`config.mk`:
```
export PLATFORM = sky130hd
export DESIGN_NAME = wb_stage
export DESIGN_NICKNAME = d
export VERILOG_FILES = /design/src/rtl/wb_pkg.sv /design/src/rtl/wb_retire_counter.sv /design/src/rtl/wb_stage.sv
export SDC_FILE = /design/constraint.sdc
export NUM_CORES = 1
export LEC_CHECK = 0
export CORE_UTILIZATION = 42
export DETAILED_ROUTE_END_ITERATION = 16
export PLACE_DENSITY = 0.77
export RECOVER_POWER = 100
export SYNTH_ARGS = -nofsm -noshare
export SYNTH_HDL_FRONTEND = slang
export SYNTH_HIERARCHICAL = 1
export SYNTH_SLANG_ARGS = --single-unit
```
`constraint.sdc`:
```
create_clock -name clk -period 1.1 [get_ports clk]
set_clock_uncertainty 0.1 [all_clocks]
set_input_delay 0.11 -clock clk [delete_from_list [all_inputs] [get_ports clk]]
set_output_delay 0.11 -clock clk [all_outputs]
set_load 0.01 [all_outputs]
```
`src/rtl/wb_pkg.sv`:
```
// Shared constants for the write-back stage.
// Holds the default data/register-index widths, the PC register index and
// the retire counter width.
package wb_pkg;

    localparam int unsigned DATA_W       = 32;
    localparam int unsigned REG_ADDR_W   = 4;
    localparam int unsigned RETIRE_CNT_W = 32;

    // Register index of the program counter; writes to it never retire to the file.
    localparam logic [3:0]  PC_REG_IDX   = 4'd15;

endpackage : wb_pkg

```
`src/rtl/wb_retire_counter.sv`:
```
// Free-running retire counter for the write-back stage.
// Ports:
//   clk   - rising-edge clock
//   rst   - asynchronous reset, active-low
//   i_en  - count enable (one retiring instruction this cycle)
//   o_cnt - current count, wraps from all-ones to zero
module wb_retire_counter
#(
    parameter int unsigned CNT_W = wb_pkg::RETIRE_CNT_W
)
(
    input  logic             clk,
    input  logic             rst,
    input  logic             i_en,
    output logic [CNT_W-1:0] o_cnt
);

    import wb_pkg::*;

    logic [CNT_W-1:0] r_cnt;

    // Count register; natural overflow provides the wrap to zero.
    always_ff @(posedge clk or negedge rst) begin
        if (!rst) begin
            r_cnt <= '0;
        end else if (i_en) begin
            r_cnt <= r_cnt + CNT_W'(1);
        end
    end

    assign o_cnt = r_cnt;

endmodule : wb_retire_counter

```
`src/rtl/wb_stage.sv`:
```
// Write-back pipeline stage: registers the MEM-stage result and presents the
// register-file write port one cycle later.
// Ports:
//   clk, rst (async, active-low)
//   mem_valid, wb_en_in, mem_r_en_in, alu_res_in, mem_data_in, dest_in - MEM stage inputs
//   freeze - hold all stage registers; flush - squash the incoming instruction
//   Result_WB, dest_wb, writeBackEn - register-file write port
//   wb_fwd_valid - forwardable result present (same as writeBackEn)
//   retire_cnt - retired-instruction count, only when WB_RETIRE_CNT_EN is defined
module wb_stage
#(
    parameter int unsigned DATA_W     = wb_pkg::DATA_W,
    parameter int unsigned REG_ADDR_W = wb_pkg::REG_ADDR_W
)
(
    input  logic                  clk,
    input  logic                  rst,
    input  logic                  mem_valid,
    input  logic                  wb_en_in,
    input  logic                  mem_r_en_in,
    input  logic [DATA_W-1:0]     alu_res_in,
    input  logic [DATA_W-1:0]     mem_data_in,
    input  logic [REG_ADDR_W-1:0] dest_in,
    input  logic                  freeze,
    input  logic                  flush,
    output logic [DATA_W-1:0]     Result_WB,
    output logic [REG_ADDR_W-1:0] dest_wb,
    output logic                  writeBackEn,
`ifdef WB_RETIRE_CNT_EN
    output logic                  wb_fwd_valid,
    output logic [wb_pkg::RETIRE_CNT_W-1:0] retire_cnt
`else
    output logic                  wb_fwd_valid
`endif
);

    import wb_pkg::*;

    logic                  r_valid;
    logic                  r_wb_en;
    logic                  r_mem_r_en;
    logic [DATA_W-1:0]     r_alu_res;
    logic [DATA_W-1:0]     r_mem_data;
    logic [REG_ADDR_W-1:0] r_dest;
    logic                  w_wb_en;

    // Stage registers. Flush clears valid even while frozen; the payload
    // registers only follow freeze.
    always_ff @(posedge clk or negedge rst) begin
        if (!rst) begin
            r_valid    <= 1'b0;
            r_wb_en    <= 1'b0;
            r_mem_r_en <= 1'b0;
            r_alu_res  <= '0;
            r_mem_data <= '0;
            r_dest     <= '0;
        end else begin
            if (flush) begin
                r_valid <= 1'b0;
            end else if (!freeze) begin
                r_valid <= mem_valid;
            end
            if (!freeze) begin
                r_wb_en    <= wb_en_in;
                r_mem_r_en <= mem_r_en_in;
                r_alu_res  <= alu_res_in;
                r_mem_data <= mem_data_in;
                r_dest     <= dest_in;
            end
        end
    end

    // Writes targeting the PC are dropped here; the PC is updated elsewhere.
    assign w_wb_en      = r_valid & r_wb_en & (r_dest != REG_ADDR_W'(PC_REG_IDX));

    // Outputs decode straight from the stage registers so they are stable
    // for the whole cycle, ready for the register file's falling-edge write.
    assign Result_WB    = r_mem_r_en ? r_mem_data : r_alu_res;
    assign dest_wb      = r_dest;
    assign writeBackEn  = w_wb_en;
    assign wb_fwd_valid = w_wb_en;

`ifdef WB_RETIRE_CNT_EN
    // A held instruction retires once, on the cycle it is allowed to move on.
    wb_retire_counter #(
        .CNT_W (RETIRE_CNT_W)
    ) u_retire_cnt (
        .clk   (clk),
        .rst   (rst),
        .i_en  (r_valid & ~freeze),
        .o_cnt (retire_cnt)
    );
`endif

endmodule : wb_stage

```
Word level (Yosys, flattened, before mapping)
Cells that the tools add are included.
{"block": "op_classes", "mux": 3, "bitwise_logic": 2, "eq_ne": 2}
{"operator": "32-bit two-way mux", "count": 1}
{"operator": "4-bit inequality test (second input constant)", "count": 1}
{"operator": "1-bit AND", "count": 2}
{"operator": "1-bit two-way mux", "count": 2}
{"operator": "2-bit by 1-bit inequality test with 1-bit output (second input constant)", "count": 1}
{"block": "totals", "output_inout_bits": 38, "ff_bits": 71, "elab_cells": 13}

Depth between registers and ports, before layout
{"block": "depth", "depth_word": 2, "mapped_depth": 4}

Worst setup path after synthesis
OpenSTA, ideal clock, no wires.
{"block": "synth_path", "path_type": "register to output", "from": "register r_dest[3] (netlist: dest_wb[3])", "to": "output port writeBackEn", "arrival_ns": 0.947, "stages_incl_launch_ff": 3, "setup_slack_ns": -0.057, "required_ns": 0.890, "cell_sequence": "dfrtp_1 a41oi_1 buf_4"}
{"block": "synth_between", "elab_chain_cells": 2}
{"element": "start: declaration", "line": "wb_stage.sv:44", "source": "logic [REG_ADDR_W-1:0] r_dest;"}
{"element": "start signal: assignment", "line": "wb_stage.sv:68", "source": "r_dest <= dest_in;"}
{"element": "4-bit inequality test", "line": "wb_stage.sv:74", "source": "assign w_wb_en = r_valid & r_wb_en & (r_dest != REG_ADDR_W'(PC_REG_IDX));"}
{"element": "1-bit AND", "line": "wb_stage.sv:74"}
{"element": "end: declaration", "line": "wb_stage.sv:28", "source": "output logic writeBackEn,"}
Every way passes these cells.

Worst setup path in the final report
{"block": "layout_path", "from": "register r_mem_r_en", "to": "output port Result_WB[21]"}
{"block": "layout_between", "elab_chain_cells": 1}
{"element": "start: declaration", "line": "wb_stage.sv:41", "source": "logic r_mem_r_en;"}
{"element": "start signal: assignment", "line": "wb_stage.sv:65", "source": "r_mem_r_en <= mem_r_en_in;"}
{"element": "32-bit two-way mux", "line": "wb_stage.sv:78", "source": "assign Result_WB = r_mem_r_en ? r_mem_data : r_alu_res;"}
{"element": "end: declaration", "line": "wb_stage.sv:26", "source": "output logic [DATA_W-1:0] Result_WB,"}
Every way passes these cells.

==> results.md <==
* Worst Max-Slew Pin Slew at around 0.63 ns
* Grt total ovfl at 0
* Root Driver: clkbuf_8
* Register share of total power at 0.408
* Clock latency on the worst-skew pair at 0.33 ns
* Hold WC Path Type: input port to flop
* Gr usage total at 0.168
* Maximum vdd ir drop at 0.000659 V
* Cell taking the most area after synthesis: dfrtp_1
* 1st-iter DRT viols at 18
* Synth warnings at 6
* Max Root-Sink Buffers at 2
* Share of the synthesized area in the top cell type at 0.519
* Worst r2r path cells at 3
* Die Wd at 92.3 um
* Failing checks: negative setup slack
* Post-synthesis net count at 265
* Clock-pin slew on the worst setup and hold paths at 0.07 ns
* Critical path launch point type: flop
* Non-filler instance count after layout at 445
* Fin Hold WS at 0.0756 ns
* Mean post-synth cell area at 18.0 um^2
* #FFs+latches synth at 71
* Flop2flop setup slack at -0.04 ns
* Inst Count DP at 424
* First-pass GRT wire length at 11.0 mm
* I/O Buffers at 112
* Layout area overhead at 45.1%
* WL per Instance at 14.9 um
* Via density at about 4.5
* Tcrit/Tclk final at 1.51
* Top cells by area, synth: dfrtp_1 52%, mux2_4 31%, mux2_2 10%
* Largest net degree at the start of global routing at 72
* Crit. End Element: primary output
* Drc violations at 0
* Critical path type: flop to primary output
* Die height at 92.3 um
* Via count at slightly above 2,000
* Core Area at 0.00781 mm^2
* Cell Int Power at 0.00575 W
* Status: complete, but fails checks
* Sequential area share after synthesis at 0.519
* ANT cells at 0
* Slowest-stage cell, CP: dfrtp_2
* Initial core utilization at 0.438
* Worst slew margin at 0.577
* CTS tree: yes
* Max stage delay on crit path at about 0.42 ns
* Detail Placement HPWL at 4.66 mm
* Final Critical Period at between 1.5 and 2 ns
* Clock share of power at 0.358
* Fmax at 0.603 GHz
* Layout cells sized above 1 at 0.429
* RSZ-0062 raised after global routing: yes
* Syn Inst Count at 190
* Worst Setup EP: Result_WB[21]
* Slew Viols, Final at 0
* Vias in the first global route at ~2,200
* Setup ws final at -0.557 ns
* Clk sink count at 71
* Row cnt at 32
* Remaining antenna violation count after routing at 0
* I/O Pins at approximately 110
* Post-synth cell types at 10
* Worst-path cell chain: buf_4, buf_12, mux2_4, buf_6
* GP Congestion at 0.693
* Worst setup path start: r_mem_r_en
* Synth Cell Area at 0.00342 mm^2
* Comb pwr share at 0.234
* Drt pass-1 iters at 2
* Die Area at 0.00851 mm^2
* Initial antenna violation count at 0
* CTS buffer count at 9
* Post-Route WL at ~6.6 mm
* R2r endpoint: r_mem_r_en
* H-tree levels at 3
* NetSw at 0.00163 W
* Sw frac at 0.220
* Setup violators final at 39
* CP Max Fanout at 9
* Worst Path Required at 0.89 ns
* Reg-to-reg startpoint: r_mem_r_en
* Setup tns final at -17.78 ns
* Pleak at ~2.2 nW
* Fillers at 644
* Net count, final at 414
* WP data arrival at between 1 and 1.5 ns
* Final hold vios at 0
* Pwr dens at 1490 mW/mm^2
* Max_cap viols at 0
* Placement Setup Slack at -0.536 ns
through the flow:
stage | area, um^2 | util | total power (W)
floorplan | 3440 | - | 0.00396
global placement | 4800 | 0.614 | 0.00485
detailed placement | 4800 | 0.614 | 0.00488
CTS | 5140 | 0.658 | 0.00765
global route | 4970 | 0.636 | 0.00771
finish | 4970 | 0.636 | 0.00738
area by class of cell:
| type | count | area (um^2) | share of cell area |
|---|---|---|---|
| clock inverter | 6 | 134 | 0.0270 |
| multi-input combinational | 106 | 1280 | 0.258 |
| timing repair buffer | 151 | 1520 | 0.306 |
| tap | 102 | 128 | 0.0257 |
| clock buffer | 9 | 124 | 0.0249 |
| sequential | 71 | 1780 | 0.358 |
cell usage in the layout (no fill, tap or decap):
cell,synthesis,layout
clkdlybuf4s50_1,0,72
dfrtp_1,71,70
mux2_1,0,47
buf_6,5,37
mux2_2,31,29
mux2_4,71,26
clkbuf_4,0,18
clkbuf_8,0,9
buf_4,1,7
buf_12,7,6
bufinv_16,0,4
buf_2,0,4
clkbuf_1,0,4
buf_8,0,2
nand2_2,0,1
a41oi_2,0,1
mux2i_1,1,1
nor2_1,1,1
clkinv_4,0,1
clkinv_2,0,1
dlygate4sd3_1,0,1
dfrtp_2,0,1
flip-flops by register name (all words and copies together) (netlist names):
| name | count |
|---|---|
| r_mem_data | 32 |
| r_mem_r_en | 1 |
| r_valid | 1 |
| dest_wb | 4 |
| r_wb_en | 1 |
| r_alu_res | 32 |
routing by layer:
layer,GRT usage,vias up,wire (um)
met3,0.0448,6,395
li1,-,973,-
met1,0.214,974,2900
met4,0.0625,0,57
met2,0.275,69,3260
met5,0,-,0
worst max-delay path: cells and delay by family (launching register included):
family | cells | cell delay (ns)
mux | 1 | 0.30
flops | 1 | 0.42
buf+inv | 3 | 0.40
power groups by stage:
stage | Combinational [W] | Sequential [W] | Clock (W)
final | 0.00173 | 0.00301 | 0.00264
after global routing | 0.00185 | 0.00305 | 0.00281
after CTS | 0.00191 | 0.00302 | 0.00272
after detailed placement | 0.00182 | 0.00306 | 0
after global placement | 0.00179 | 0.00305 | 0
after floorplan | 0.000939 | 0.00302 | 0
cell families (layout without fill, tap and decap cells):
group | Yosys count | in the layout | share of synthesized area
multiplexers | 103 | 103 | 0.416
AND/OR/NAND/NOR | 2 | 2 | 0.00219
buffers and inverters | 13 | 166 | 0.0596
AO/OA/AOI/OAI | 1 | 1 | 0.00256
flip-flops | 71 | 71 | 0.519
worst min-delay path by stage:
stage	startpoint	cells after the start	endpoint
final	freeze	2	r_alu_res[4]
after global routing	freeze	2	r_alu_res[4]
after CTS	freeze	2	r_alu_res[4]
after detailed placement	rst	2	r_alu_res[0]
after global placement	rst	2	r_mem_data[5]
after floorplan	rst	0	dest_wb[0]
synth_stat cells:
master and number:
a41oi_1 1, buf_12 7, buf_4 1, buf_6 5
dfrtp_1 71, mux2_2 31, mux2_4 71, mux2i_1 1
nand2_1 1, nor2_1 1
what timing repair did:
action	in CTS	in global routing
setup buffers	3	2
cloned	1	0
hold endpoints to repair	71	0
endpoints found under the setup margin	38	39
hold buffers	1	0
resized for setup	192	11
(Power assumes the default switching activity.)
